## config.mk

```make
export PLATFORM = sky130hd
export DESIGN_NAME = cvxif_offload_unit
export DESIGN_NICKNAME = d
export VERILOG_FILES = /design/src/rtl/cvxif_offload_pkg.sv /design/src/rtl/cvxif_pkg.sv /design/src/rtl/cvxif_offload_unit.sv
export SDC_FILE = /design/constraint.sdc
export NUM_CORES = 1
export LEC_CHECK = 0
export BUFFER_PORTS_ARGS = -buffer_cell sky130_fd_sc_hd__buf_2
export CAP_MARGIN = 20
export CORE_AREA = 3 3 213 215
export CTS_CLUSTER_SIZE = 8
export DETAILED_ROUTE_END_ITERATION = 10
export DIE_AREA = 0 0 216 218
export HOLD_SLACK_MARGIN = 0.02
export PLACE_DENSITY = 0.41
export REMOVE_ABC_BUFFERS = 1
export SYNTH_ARGS = -nofsm -noshare
export SYNTH_HDL_FRONTEND = slang
export SYNTH_SLANG_ARGS = --single-unit
```

## constraint.sdc

```tcl
create_clock -name clk_i -period 6.6 [get_ports clk_i]
set_input_delay 0.66 -clock clk_i [delete_from_list [all_inputs] [get_ports clk_i]]
set_output_delay 0.66 -clock clk_i [all_outputs]
set_load 0.1 [all_outputs]
```

## src/rtl/cvxif_offload_pkg.sv

```systemverilog
// rtl/cvxif_offload_pkg.sv - FSM state encoding and constants for the offload unit
package cvxif_offload_pkg;

    typedef enum logic [2:0] {
        ST_IDLE   = 3'd0,
        ST_ISSUE  = 3'd1,
        ST_COMMIT = 3'd2,
        ST_WAIT   = 3'd3,
        ST_DRAIN  = 3'd4
    } offload_state_e;

    // Privilege mode reported with every offloaded instruction (machine mode).
    localparam logic [1:0] OFFLOAD_MODE = 2'b11;

endpackage

```

## src/rtl/cvxif_pkg.sv

```systemverilog
// rtl/cvxif_pkg.sv - CoreV-X-Interface bundle types shared by core and coprocessor
// Provides the request/response bundles exchanged over the eXtension interface:
//   cvxif_req_t  : core -> coprocessor (compressed, issue, commit, memory response, result ready)
//   cvxif_resp_t : coprocessor -> core (compressed, issue response, memory request, result)
package cvxif_pkg;

    localparam int unsigned X_NUM_RS    = 3;
    localparam int unsigned X_ID_WIDTH  = 2;
    localparam int unsigned X_RFR_WIDTH = 32;
    localparam int unsigned X_RFW_WIDTH = 32;
    localparam int unsigned X_MEM_WIDTH = 32;

    typedef struct packed {
        logic [15:0]           instr;
        logic [1:0]            mode;
        logic [X_ID_WIDTH-1:0] id;
    } x_compressed_req_t;

    typedef struct packed {
        logic [31:0] instr;
        logic        accept;
    } x_compressed_resp_t;

    typedef struct packed {
        logic [31:0]                          instr;
        logic [1:0]                           mode;
        logic [X_ID_WIDTH-1:0]                id;
        logic [X_NUM_RS-1:0][X_RFR_WIDTH-1:0] rs;
        logic [X_NUM_RS-1:0]                  rs_valid;
    } x_issue_req_t;

    typedef struct packed {
        logic accept;
        logic writeback;
        logic dualwrite;
        logic dualread;
        logic loadstore;
        logic exc;
    } x_issue_resp_t;

    typedef struct packed {
        logic [X_ID_WIDTH-1:0] id;
        logic                  commit_kill;
    } x_commit_t;

    typedef struct packed {
        logic [X_ID_WIDTH-1:0]  id;
        logic [31:0]            addr;
        logic [1:0]             mode;
        logic                   we;
        logic [2:0]             size;
        logic [X_MEM_WIDTH-1:0] wdata;
        logic                   last;
        logic                   spec;
    } x_mem_req_t;

    typedef struct packed {
        logic       exc;
        logic [5:0] exccode;
    } x_mem_resp_t;

    typedef struct packed {
        logic [X_ID_WIDTH-1:0]  id;
        logic [X_MEM_WIDTH-1:0] rdata;
        logic                   err;
    } x_mem_result_t;

    typedef struct packed {
        logic [X_ID_WIDTH-1:0]  id;
        logic [X_RFW_WIDTH-1:0] data;
        logic [4:0]             rd;
        logic                   we;
        logic                   exc;
        logic [5:0]             exccode;
    } x_result_t;

    typedef struct packed {
        logic              x_compressed_valid;
        x_compressed_req_t x_compressed_req;
        logic              x_issue_valid;
        x_issue_req_t      x_issue_req;
        logic              x_commit_valid;
        x_commit_t         x_commit;
        logic              x_mem_ready;
        x_mem_resp_t       x_mem_resp;
        logic              x_mem_result_valid;
        x_mem_result_t     x_mem_result;
        logic              x_result_ready;
    } cvxif_req_t;

    typedef struct packed {
        logic               x_compressed_ready;
        x_compressed_resp_t x_compressed_resp;
        logic               x_issue_ready;
        x_issue_resp_t      x_issue_resp;
        logic               x_mem_valid;
        x_mem_req_t         x_mem_req;
        logic               x_result_valid;
        x_result_t          x_result;
    } cvxif_resp_t;

endpackage

```

## src/rtl/cvxif_offload_unit.sv

```systemverilog
// rtl/cvxif_offload_unit.sv - core-side single-outstanding CV-X-IF initiator
// Ports:
//   clk_i, rst_i                  clock, asynchronous active-high reset
//   instr_valid_i/instr_ready_o   offload candidate handshake from the issue stage
//   instr_i, rs_i, rs_valid_i     instruction word and rs1..rs3 operands
//   flush_i                       core squashes the in-flight instruction
//   result_*_o                    one-cycle registered writeback pulse
//   illegal_o, timeout_o          exception flags qualifying result_valid_o
//   cvxif_req_o, cvxif_resp_i     eXtension interface bundles
module cvxif_offload_unit
    import cvxif_pkg::*;
    import cvxif_offload_pkg::*;
#(
    parameter int unsigned TimeoutCycles = 1024
) (
    input  logic              clk_i,
    input  logic              rst_i,
    input  logic              instr_valid_i,
    output logic              instr_ready_o,
    input  logic [31:0]       instr_i,
    input  logic [2:0][31:0]  rs_i,
    input  logic [2:0]        rs_valid_i,
    input  logic              flush_i,
    output logic              result_valid_o,
    output logic [31:0]       result_data_o,
    output logic [4:0]        result_rd_o,
    output logic              result_we_o,
    output logic              illegal_o,
    output logic              timeout_o,
    output cvxif_req_t        cvxif_req_o,
    input  cvxif_resp_t       cvxif_resp_i
);

    localparam int unsigned CntW = $clog2(TimeoutCycles);
    localparam logic [CntW-1:0] CntLast = CntW'(TimeoutCycles - 1);

    offload_state_e        state_q;
    logic [X_ID_WIDTH-1:0] id_q;
    logic [X_ID_WIDTH-1:0] id_iss_q;
    logic [31:0]           instr_q;
    logic [2:0][31:0]      rs_q;
    logic [2:0]            rs_valid_q;
    logic [4:0]            rd_q;
    logic                  wb_q;
    logic                  flush_pend_q;
    logic [CntW-1:0]       cnt_q;

    logic                  result_valid_q;
    logic [31:0]           result_data_q;
    logic [4:0]            result_rd_q;
    logic                  result_we_q;
    logic                  illegal_q;
    logic                  timeout_q;

    logic issue_hs;
    logic commit_kill;
    logic res_match;
    logic unused_resp;

    assign issue_hs    = (state_q == ST_ISSUE) && cvxif_resp_i.x_issue_ready;
    assign commit_kill = flush_i | flush_pend_q;
    assign res_match   = cvxif_resp_i.x_result_valid && (cvxif_resp_i.x_result.id == id_iss_q);

    // Compressed/memory response fields and result exception info are not consumed.
    assign unused_resp = ^cvxif_resp_i;

    // Ready is forced low while reset is asserted even though the state already reads IDLE.
    assign instr_ready_o = (state_q == ST_IDLE) && !rst_i;

    assign result_valid_o = result_valid_q;
    assign result_data_o  = result_data_q;
    assign result_rd_o    = result_rd_q;
    assign result_we_o    = result_we_q;
    assign illegal_o      = illegal_q;
    assign timeout_o      = timeout_q;

    always_comb begin
        cvxif_req_o                      = '0;
        cvxif_req_o.x_issue_valid        = (state_q == ST_ISSUE);
        cvxif_req_o.x_issue_req.instr    = instr_q;
        cvxif_req_o.x_issue_req.mode     = OFFLOAD_MODE;
        cvxif_req_o.x_issue_req.id       = id_q;
        cvxif_req_o.x_issue_req.rs       = rs_q;
        cvxif_req_o.x_issue_req.rs_valid = rs_valid_q;
        cvxif_req_o.x_commit_valid       = (state_q == ST_COMMIT);
        cvxif_req_o.x_commit.id          = id_iss_q;
        cvxif_req_o.x_commit.commit_kill = commit_kill;
        cvxif_req_o.x_result_ready       = (state_q == ST_WAIT) || (state_q == ST_DRAIN);
    end

    always_ff @(posedge clk_i or posedge rst_i) begin
        if (rst_i) begin
            state_q        <= ST_IDLE;
            id_q           <= '0;
            id_iss_q       <= '0;
            instr_q        <= '0;
            rs_q           <= '0;
            rs_valid_q     <= '0;
            rd_q           <= '0;
            wb_q           <= 1'b0;
            flush_pend_q   <= 1'b0;
            cnt_q          <= '0;
            result_valid_q <= 1'b0;
            result_data_q  <= '0;
            result_rd_q    <= '0;
            result_we_q    <= 1'b0;
            illegal_q      <= 1'b0;
            timeout_q      <= 1'b0;
        end else begin
            // Result outputs are single-cycle pulses and read zero otherwise.
            result_valid_q <= 1'b0;
            result_data_q  <= '0;
            result_rd_q    <= '0;
            result_we_q    <= 1'b0;
            illegal_q      <= 1'b0;
            timeout_q      <= 1'b0;

            case (state_q)
                ST_IDLE: begin
                    if (instr_valid_i && !flush_i) begin
                        instr_q      <= instr_i;
                        rs_q         <= rs_i;
                        rs_valid_q   <= rs_valid_i;
                        rd_q         <= instr_i[11:7];
                        flush_pend_q <= 1'b0;
                        state_q      <= ST_ISSUE;
                    end
                end

                ST_ISSUE: begin
                    // A flush cannot withdraw the issue request; remember it for the commit.
                    if (flush_i) begin
                        flush_pend_q <= 1'b1;
                    end
                    if (issue_hs) begin
                        id_iss_q <= id_q;
                        id_q     <= id_q + X_ID_WIDTH'(1);
                        if (cvxif_resp_i.x_issue_resp.accept) begin
                            wb_q    <= cvxif_resp_i.x_issue_resp.writeback;
                            state_q <= ST_COMMIT;
                        end else begin
                            result_valid_q <= 1'b1;
                            result_rd_q    <= rd_q;
                            illegal_q      <= 1'b1;
                            state_q        <= ST_IDLE;
                        end
                    end
                end

                ST_COMMIT: begin
                    flush_pend_q <= 1'b0;
                    if (commit_kill) begin
                        state_q <= ST_IDLE;
                    end else begin
                        cnt_q   <= '0;
                        state_q <= ST_WAIT;
                    end
                end

                ST_WAIT: begin
                    cnt_q <= cnt_q + CntW'(1);
                    if (res_match) begin
                        // A result arriving together with a flush is consumed silently.
                        if (!flush_i) begin
                            result_valid_q <= 1'b1;
                            result_data_q  <= cvxif_resp_i.x_result.data;
                            result_rd_q    <= rd_q;
                            result_we_q    <= cvxif_resp_i.x_result.we & wb_q;
                        end
                        state_q <= ST_IDLE;
                    end else if (flush_i) begin
                        state_q <= (cnt_q == CntLast) ? ST_IDLE : ST_DRAIN;
                    end else if (cnt_q == CntLast) begin
                        result_valid_q <= 1'b1;
                        result_rd_q    <= rd_q;
                        timeout_q      <= 1'b1;
                        state_q        <= ST_IDLE;
                    end
                end

                ST_DRAIN: begin
                    // The timeout budget keeps running from WAIT so a lost result cannot hang us.
                    cnt_q <= cnt_q + CntW'(1);
                    if (res_match || (cnt_q == CntLast)) begin
                        state_q <= ST_IDLE;
                    end
                end

                default: state_q <= ST_IDLE;
            endcase
        end
    end

endmodule

```

## Word level (Yosys, flattened, before mapping)

Index checks and enable logic that the tools add are counted.

| operators by class | value |
|---|---|
| reduce and logical (&&, ||, !) cells | 18 |
| bitwise operators | 2 |
| equality and inequality tests | 12 |
| multiplexer cells | 38 |
| $add $sub $neg | 2 |

Operators with widths:

| operator | number |
|---|---|
| 2-to-1 mux 32 bit | 3 |
| 2-to-1 mux 5 bit | 6 |
| 2-to-1 mux 3 bit | 7 |
| one-hot mux 10 bit (2 select lines) | 1 |
| one-hot mux 3 bit (5 select lines) | 1 |
| 2-to-1 mux 1 bit | 14 |
| adder 10 x 1 -> 10 bit (second input constant) | 1 |
| equality test 10 bit (second input constant) | 1 |
| 2-to-1 mux 10 bit | 1 |
| one-hot mux 5 bit (2 select lines) | 1 |
| equality test 3 x 2 -> 1 bit (second input constant) | 2 |
| != test 2 x 1 -> 1 bit (second input constant) | 3 |
| AND reduction 2 bit | 3 |
| AND reduction 3 bit | 2 |
| logical AND 1 bit | 4 |
| 2-to-1 mux 2 bit | 2 |
| != test 2 bit (second input constant) | 2 |
| != test 4 x 3 -> 1 bit (second input constant) | 1 |
| AND reduction 4 bit | 1 |
| equality test 3 x 1 -> 1 bit (second input constant) | 1 |
| equality test 3 bit (second input constant) | 1 |
| logical NOT 3 bit | 1 |
| one-hot mux 1 bit (3 select lines) | 1 |
| nonzero test 3 bit | 1 |
| 9 further kinds | 11 |

| word-level totals | value |
|---|---|
| logic and storage cells | 90 |
| output and inout port bits | 248 |
| bits in registers | 196 |
| input bits | 299 |

## Longest topological paths before layout

Gate-level depths: netlist of the first run.

| logic depth | value |
|---|---|
| depth after elaboration | 5 |
| mapped depth | 6 |
| mapped depth without buffers | 5 |

## Worst setup path before layout of the first run

No wires, ideal clock.

| path | value |
|---|---|
| path kind | input -> output |
| from | input port rst_i |
| to | output port instr_ready_o |
| slack | 2462 ps |
| data arrival time | 3478 ps |
| data required time | 5940 ps |
| buffers on the path | 0 |
| cell stages on the path | 1 |
| path through | nor4_1 |

| between the ends | value |
|---|---|
| cells in the longest elaborated chain, start to end | 2 |

Ends and longest elaborated chain:

| item | RTL line | source |
|---|---|---|
| from (decl) | cvxif_offload_unit.sv:17 | `input logic rst_i,` |
| logical NOT 1 bit (no line) | n/a |  |
| logical AND 1 bit | cvxif_offload_unit.sv:68 | `assign instr_ready_o = (state_q == ST_IDLE) && !rst_i;` |
| to (decl) | cvxif_offload_unit.sv:19 | `output logic instr_ready_o,` |

No other way between the ends.

==> impl_results.md, run 1 <==
- Vias in the first global route: roughly 5.5k
- Largest net degree at the start of global routing: 126
- Deepest clock path buffer count: 2
- Total gr overflow: 0
- Final hold violations: 0
- Max Fclk: 345.3 MHz
- Fin. max-slew vios: 0
- Worst-path fanout max: 11
- Synth top area share: 0.5929
- Routability cong.: 0.7020
- Final setup violation count: 0
- Proportion of layout cells with a drive suffix above 1: 0.5869
- CP required: 5.94 ns
- Global-route wire length before repair: around 35000 microns
- Drt wl/cell: between 15 and 20 microns
- Drt total wl: 23330 microns
- Relative slew margins: 0.3071
- Via density: 3.538
- Synth warn: 0
- Worst-Margin Slew: 1.039 ns
- Layout area overhead: 33.68%
- # fillers: about 4.7k
- Final #Nets: 1190
- Synth area leaders: dfrtp_1 59%, mux2_4 17%, buf_4 6.3%
- Clk slew on worst S/H paths: 0.08 ns
- TritonCTS Buffers: 17
- Syn Area/Cell: 15.01 sq um
- CP Capture Type: output pin
- # IOs: ~550
- Total GRT Usage: 0.1004
- Top-count cell post-synth: dfrtp_1
- Period minus WS final: 2.896 ns
- Final clock skew: roughly 0.018 ns
- Commonest cells post-synth: 191 x dfrtp_1, 90 x mux2_4, 68 x buf_4, 44 x mux2_2, 34 x and2_1
- EDFF count, synth: 0
- Vias: around 5.3k
- Worst-skew pair later-pin latency: 0.49 ns
- Status: finished clean
- H-tree Lvls: 4
- RSZ-0062 raised after global routing: false
- DIE AREA: between 40000 and 50000 sq um
- Register area share after synthesis: 0.5929
- Critical setup path kind: reg -> out
- DRT antenna net count: 0
- Die Width: 216 microns
- Site row count: 77
- Initial antenna violation count: 17
- Drt drc: 0
- TritonCTS clock tree: yes
- Area leader, netlist: dfrtp_1
- CP Launch Type: flop
- Post-CTS Setup Repair Bufs: 0
- Setup TNS: 0 ns
- Clock sinks: 191
- CTS Root Cell: clkbuf_16
- Post-CTS Hold Fix Bufs: 0
- DRT Pass-1 Iters: 4
- Post-CTS sizing: 0
- Synthesized area: 8061 sq um
- HP Class: in -> async
- Initial DRC Count: 251
- Tcrit/Tclk final: 0.4387
- Initial Utilization: 0.1835
- CORE AREA: ~44000 sq um
- Cells after Synth: 537
- Top_reg_cell synth: dfrtp_1
- Yosys cell types: 41
- Port Buffers: ~350
- Yosys reg bits: 191
- Final HPWL DP: around 17000 microns
- Die Y: 218 microns
- Fraction of registers with async set/reset: 1.000
- Max-cap violations: 0
- WP data arrival: 2.24 ns
==> state kept, by name (all words and copies together) (netlist names) <==
signal	flops
cvxif_req_o	96
instr_q	32
result_data_o	32
cnt_q	10
result_rd_o	5
rs_valid_q	3
state_q	3
id_iss_q	2
id_q	2
flush_pend_q	1
illegal_o	1
result_valid_o	1
result_we_o	1
timeout_o	1
wb_q	1
==> critical path, cell delays in order (launching register included) <==
cell and delay, ns:
dfrtp_1 0.53, nor3b_1 0.52, or2_2 0.26, buf_2 0.44
==> layer usage <==
layer / track usage / up-vias / part of all wire / routed length [microns]
met2: 0.1401 / 271 / 0.42 / 9831
met5: 0 / - / 0.0053 / 124
li1: - / 2407 / - / -
met1: 0.1266 / 2559 / 0.44 / 10290
met4: 0.04071 / 20 / 0.020 / 465
met3: 0.05796 / 40 / 0.11 / 2617
==> through the flow <==
stage	area [sq um]	utilization	setup slack, ns	hold WS [ns]	std cells
6_report	10780	0.2453	3.704	0.3306	1497
5_1_grt	10770	0.2452	3.544	0.3393	1496
4_1_cts	10770	0.2452	3.615	0.3187	1495
3_5_place_dp	10190	0.2320	3.474	0.4869	1463
3_3_place_gp	10190	0.2320	3.491	0.4805	1463
2_1_floorplan	7637	-	0.7412	0.4705	513
==> kinds of logic (layout without fill, tap and decap cells) <==
family	Yosys count	in the layout	share of synthesized area
fa+ha+maj	1	1	0.001552
flops	191	191	0.5929
buf+inv	95	396	0.08567
mux	135	135	0.2303
xor+xnor	6	6	0.006519
simple gates	80	80	0.06131
compound gates	27	27	0.02080
other cells	2	69	0.0009316
==> final cells by class <==
cell class | count | area, sq um | area share
clock inverters | 15 | 153.9 | 0.01428
diodes | 2 | 5.005 | 0.0004644
flip-flops and latches | 191 | 4780 | 0.4435
inverters | 6 | 30.03 | 0.002786
clock buffers | 17 | 425.4 | 0.03948
well taps | 592 | 740.7 | 0.06873
multi-input cells | 316 | 2840 | 0.2636
repair buffers | 358 | 1802 | 0.1672
==> placed cells by master, fill, tap and decap left out, types with 2 or more instances in the layout <==
cell type / synthesis / layout
conb_1: 2 / 67
a21oi_1: 7 / 7
xor2_1: 2 / 2
nor2_1: 5 / 5
nand4_1: 2 / 2
nor2b_1: 7 / 7
and4bb_2: 2 / 2
buf_4: 68 / 4
o211ai_1: 3 / 3
clkbuf_16: 0 / 17
inv_8: 0 / 5
nand2_1: 5 / 5
and3_1: 2 / 2
buf_2: 3 / 354
nor4_1: 2 / 2
nor3_1: 3 / 3
mux2_2: 44 / 44
clkinv_4: 0 / 4
and2_1: 34 / 34
or2_2: 2 / 2
clkinvlp_4: 0 / 4
o31ai_1: 2 / 2
inv_1: 6 / 5
or3_1: 5 / 4
nand3_1: 5 / 5
xnor2_1: 4 / 4
diode_2: 0 / 2
a22o_1: 2 / 2
mux2_4: 90 / 90
dfrtp_1: 191 / 191
o21ai_0: 8 / 8
==> path summary, 6_finish.rpt <==
check                                        from              end  slack, ns  cells past startpoint
worst max-delay path                   state_q[2]   cvxif_req_o[0]       3.70                      3
worst min-delay path                        rst_i     flush_pend_q       0.33                      2
worst max register to register         state_q[0]       instr_q[4]       3.86                      4
max in group asynchronous                   rst_i  cvxif_req_o[76]       4.69                      3
worst min register to register            id_q[0]          id_q[0]       0.50                      1
min in group clk_i              cvxif_resp_i[128]        illegal_o       0.38                      2
Power of run 1 is not shown: default switching activity piles up to over one toggle a cycle in this logic, so the estimate is an artifact.
==> run 2: changes to the inputs <==
--- a/config.mk
+++ b/config.mk
@@ -5,6 +5,7 @@
 export SDC_FILE = /design/constraint.sdc
 export NUM_CORES = 1
 export LEC_CHECK = 0
+export ABC_AREA = 1
 export BUFFER_PORTS_ARGS = -buffer_cell sky130_fd_sc_hd__buf_2
 export CAP_MARGIN = 20
 export CORE_AREA = 3 3 213 215
==> constraint.sdc (replaced) <==
create_clock -name clk_i -period 2.8 [get_ports clk_i]
set_input_delay 0.28 -clock clk_i [delete_from_list [all_inputs] [get_ports clk_i]]
set_output_delay 0.28 -clock clk_i [all_outputs]
set_load 0.1 [all_outputs]
==> impl_results.md, run 2 <==
- Via density: 3.531
- Post-CTS sizing: 0
- Final setup violation count: 0
- Layout area overhead: 53.99%
- Yosys cell types: 29
- Status: finished clean
- Largest net degree at the start of global routing: 106
- Drt total wl: between 20000 and 25000 microns
- CP required: approximately 3.2 ns
- Synth warn: 0
- Antenna diode count: 0
- Synth top area share: 0.5900
- Area leader, netlist: dfrtp_1
- Drt wl/cell: 12.23 microns
- Proportion of layout cells with a drive suffix above 1: 0.2918
- Placed cell count: 1820
- Die Y: 218 microns
- Reg2reg setup slack: 0.50 ns
- Max Fclk: 434.0 MHz
- Initial DRC Count: 427
- Vias: 7101
- Relative slew margins: 0.6083
- Site row count: 77
- Worst-Margin Slew: 0.5840 ns
- CP Capture Type: flop
- Fraction of registers with async set/reset: 1.000
- CP Launch Type: flop
- Cells after Synth: roughly 900
- Deepest clock path buffer count: 2
- Max FFs per register: 96
- Die Width: roughly 220 microns
- Syn Area/Cell: 8.982 sq um
- Post-CTS Setup Repair Bufs: 0
- Port Buffers: 354
- Worst-path fanout max: 7
- TritonCTS Buffers: 17
- Period minus WS final: about 2.3 ns
- Commonest non-fill, non-tap cell in the layout: buf_2
- CTS Root Cell: clkbuf_16
- WP data arrival: 2.71 ns
- Vias in the first global route: ~7.0k
- Drt drc: 0
- Register area share after synthesis: 0.5900
- Synth area leaders: dfrtp_1 59%, nand2_1 9.5%, inv_1 7.4%
- Post-CTS Hold Fix Bufs: about 160
- Total gr overflow: 0
- # fillers: 4795
- Top_reg_cell synth: dfrtp_1
- Initial Utilization: 0.1844
- Worst-skew pair later-pin latency: 0.48 ns
- Final #Nets: 1706
- TritonCTS clock tree: yes
- EDFF count, synth: 0
- Initial antenna violation count: 1
- Global-route wire length before repair: between 30000 and 40000 microns
- Clock sinks: 191
- Synthesized area: 8102 sq um
- Fin. max-slew vios: 0
- Yosys reg bits: 191
- Most frequent cells in the layout: 354 x buf_2, 205 x nand2_1, 191 x dfrtp_1
- RSZ-0062 raised after global routing: false
- H-tree Lvls: 4
- # IOs: 547
- CORE AREA: 43930 sq um
- Final HPWL DP: 17310 microns
- Max-cap violations: 0
- Post-route insts no fill: between 2k and 2.5k
- DRT antenna net count: 0
- DIE AREA: 47090 sq um
- DRT Pass-1 Iters: 5
- Top-count cell post-synth: nand2_1
- Tcrit/Tclk final: 0.8229
- Critical setup path kind: reg -> reg
- Final clock skew: 0.01305 ns
- Clk slew on worst S/H paths: 0.07 ns
- Routability cong.: 0.7423
- Commonest cells post-synth: 205 x nand2_1, 191 x dfrtp_1, 160 x inv_1, 110 x o21ai_0, 68 x buf_4
- HP Class: in -> reg
- Total GRT Usage: 0.1045
- Final hold violations: 0
-- run 2: changes by cell type after synthesis, moves of 8 or more --
| cell | delta |
|---|---|
| nand2_1 | +200 |
| inv_1 | +154 |
| o21ai_0 | +102 |
| mux2_4 | -90 |
| mux2_2 | -44 |
| nor2_1 | +44 |
| and2_1 | -34 |
| o21ai_1 | +18 |
| nand3_1 | +13 |
| buf_2 | +8 |
-- run 2: cells by family (layout without fill, tap and decap cells) --
group | count (synthesis) | count (layout) | share of synthesized area
AND/OR/NAND/NOR | 285 | 285 | 0.1390
buffers and inverters | 267 | 719 | 0.1653
flip-flops | 191 | 191 | 0.5900
AO/OA/AOI/OAI | 154 | 154 | 0.1012
other | 2 | 67 | 0.0009270
XOR/XNOR | 2 | 2 | 0.002163
adder cells (fa/ha/maj) | 1 | 1 | 0.001544
-- run 2: worst paths after layout --
path / start / cells after the start / to
min: rs_i[35] / 3 / cvxif_req_o[87]
min reg2reg: cvxif_req_o[118] / 2 / cvxif_req_o[118]
min in group asynchronous: rst_i / 3 / result_we_o
max in group asynchronous: rst_i / 4 / cvxif_req_o[126]
max: state_q[0] / 8 / wb_q
max reg2reg: state_q[0] / 8 / wb_q
-- run 2: layer usage --
layer | vias up | track usage | wire length [microns] | share of wire
li1 | 3609 | - | - | -
met4 | 2 | 0.04596 | 536 | 0.022
met3 | 30 | 0.03887 | 1961 | 0.080
met1 | 3198 | 0.1329 | 10980 | 0.45
met5 | - | 0 | 8 | 0.00033
met2 | 262 | 0.1589 | 11110 | 0.45
-- run 2: cell type report --
| class | count | area [sq um] | share of cell area |
|---|---|---|---|
| Clock buffer | 23 | 488.0 | 0.03911 |
| Clock inverter | 9 | 121.4 | 0.009728 |
| Inverter | 164 | 623.1 | 0.04994 |
| Multi-Input combinational cell | 509 | 2235 | 0.1791 |
| Sequential cell | 191 | 4780 | 0.3831 |
| Tap cell | 592 | 740.7 | 0.05937 |
| Timing Repair Buffer | 523 | 3488 | 0.2796 |
-- run 2: metrics by stage --
step                      area [sq um]    util  hold slack, ns  setup slack (ns)  setup TNS, ns
after CTS                        12480  0.2840         0.02030            0.5030              0
after global routing             12480  0.2840         0.04309            0.3735              0
after floorplan                   7622       -          0.3968            -2.679        -658.37
final                            12480  0.2840         0.07473            0.4960              0
after global placement           10270  0.2339          0.3915            0.9077              0
after detailed placement         10270  0.2339          0.3814            0.8829              0
-- run 2: critical path, stage by stage (launching register included) --
cell and delay, ns:
dfrtp_1 0.39, inv_1 0.08, nor2_1 0.10, nand2_1 0.13, nor2_2 0.26, nand3_1 0.10
dlygate4sd3_1 0.57, nand2_1 0.06, dlygate4sd3_1 0.54
Power of run 2 is left out for the same reason.
==> run 3: changes to the inputs <==
--- a/config.mk
+++ b/config.mk
@@ -5,7 +5,7 @@
 export SDC_FILE = /design/constraint.sdc
 export NUM_CORES = 1
 export LEC_CHECK = 0
-export ABC_AREA = 1
+export ABC_AREA = 0
 export BUFFER_PORTS_ARGS = -buffer_cell sky130_fd_sc_hd__buf_2
 export CAP_MARGIN = 20
 export CORE_AREA = 3 3 213 215
==> constraint.sdc (replaced) <==
create_clock -name clk_i -period 2.27 [get_ports clk_i]
set_input_delay 0.227 -clock clk_i [delete_from_list [all_inputs] [get_ports clk_i]]
set_output_delay 0.227 -clock clk_i [all_outputs]
set_load 0.1 [all_outputs]
==> impl_results.md, run 3 (same netlist as run 1, synthesis figures left out) <==
- Period minus WS final: roughly 2.1 ns
- CP required: 2.04 ns
- Final #Nets: around 1.4k
- Reg2reg setup slack: around 0.24 ns
- Final clock skew: 0.01320 ns
- Hold path start: cvxif_resp_i[47]
- Drt total wl: 25100 microns
- Worst-path fanout max: 11
- Max FFs per register: 96
- Hold Slack: 0.1343 ns
- Total GRT Usage: 0.1090
- Status: finished clean
- Via density: 3.505
- Vias: 5895
- Max-cap violations: 0
- Dpl cell area: 10360 sq um
- Critical setup path kind: reg -> out
- Clk slew on worst S/H paths: 0.07 ns
- Reg2Reg Depth: 4
- Multi-input logic area: between 2000 and 3000 sq um
- Worst-skew pair later-pin latency: 0.48 ns
- Most frequent cells in the layout: 352 x buf_2, 191 x dfrtp_1, 167 x dlygate4sd3_1
- HP Class: in -> reg
- Reg2reg start: state_q[0]
- Tcrit/Tclk final: 0.9311
- Routability cong.: 0.7318
- DRT antenna net count: 0
- Fin area: 12640 sq um
- Largest net degree at the start of global routing: 53
- # fillers: 4599
- Port Buffers: 354
- Die Y: 218 microns
- CP Launch Type: flop
- DIE AREA: about 47000 sq um
- DRT Pass-1 Iters: 4
- Fin. max-slew vios: 0
- Relative slew margins: 0.6034
- Final setup violation count: 0
- Final core utilization: 0.2878
- Deepest clock path buffer count: 2
- Total area of sequential cells: 4780 sq um
- CTS Root Cell: clkbuf_16
- CORE AREA: approximately 44000 sq um
- # IOs: 547
- WP data arrival: 1.89 ns
- Drt drc: 0
- Worst setup margin: 0.1565 ns
- Initial antenna violation count: 8
- Initial Utilization: 0.1835
- Worst-Margin Slew: 0.5990 ns
- Drt wl/cell: 14.92 microns
- Proportion of layout cells with a drive suffix above 1: 0.4995
- Vias in the first global route: 6387
- Post-CTS Setup Repair Bufs: 0
- Site row count: between 70 and 80
- Final HPWL DP: 18170 microns
- Initial DRC Count: 197
- Die Width: 216 microns
- Commonest non-fill, non-tap cell in the layout: buf_2
- Layout area overhead: 56.84%
- Worst Hold End: timeout_o
- H-tree Lvls: 4
- Clock sinks: 191
- Hold Path Cell Cnt: 3
- Total gr overflow: 0
- Crit path from: state_q[2]
- CP Capture Type: output pin
- Final hold violations: 0
- Global-route wire length before repair: between 30000 and 40000 microns
- TritonCTS clock tree: yes
- Pre-CTS WS: 0.1970 ns
- TritonCTS Buffers: 17
- Reg2reg end: cvxif_req_o[139]
- RSZ-0062 raised after global routing: false
- Max Fclk: between 400 and 500 MHz
## run 3: changes by cell type in the layout (fill, tap and decap cells not counted), moves of 18 or more
cell / delta
nand2_1: -200
o21ai_0: -102
mux2_2: +44
o21ai_1: -18
nor2_1: -44
and2_1: +34
inv_1: -154
mux2_4: +90
## run 3: how the worst max path moves through the flow
stage | endpoint | slack, ns | cells past startpoint
detailed placement | cvxif_req_o[84] | 0.20 | 5
floorplan | cnt_q[0] | -3.16 | 1
CTS | cvxif_req_o[48] | 0.03 | 3
global route | cvxif_req_o[0] | 0.009 | 3
global placement | cvxif_req_o[70] | 0.20 | 5
finish | cvxif_req_o[0] | 0.16 | 3
## run 3: routing by layer
metal  global-route usage  vias up  share of wire
li1                     -     2771              -
met3              0.05434       19          0.098
met1               0.1359     2846           0.44
met4              0.03743        2          0.015
met5                    0        -        0.00044
met2               0.1637      257           0.45
## run 3: cell type report
cell class | instances | area share
timing repair buffer | 539 | 0.2884
clock buffer | 23 | 0.03780
multi-input combinational | 316 | 0.2250
clock inverter | 8 | 0.008412
sequential | 191 | 0.3780
antenna | 7 | 0.001385
tap | 592 | 0.05858
inverter | 6 | 0.002375
## run 3: through the flow
stage                     setup TNS (ns)  instances
after CTS                              0       1675
after floorplan                  -985.94        513
after global placement                 0       1477
final                                  0       1682
after global routing                   0       1677
after detailed placement               0       1477
## run 3: worst max-delay path, cell delays in order, from the launching register on
cell and delay (ns):
dfrtp_1 0.52, nor3b_2 0.36, or2_2 0.23, buf_4 0.30
## run 3: what timing repair did
action	4_1_cts	5_1_grt
resized for setup	2	1
hold buffers	167	0
setup endpoints to repair	1	1
endpoints found under the hold margin	212	0
cloned	0	0
Power of run 3 is left out for the same reason.
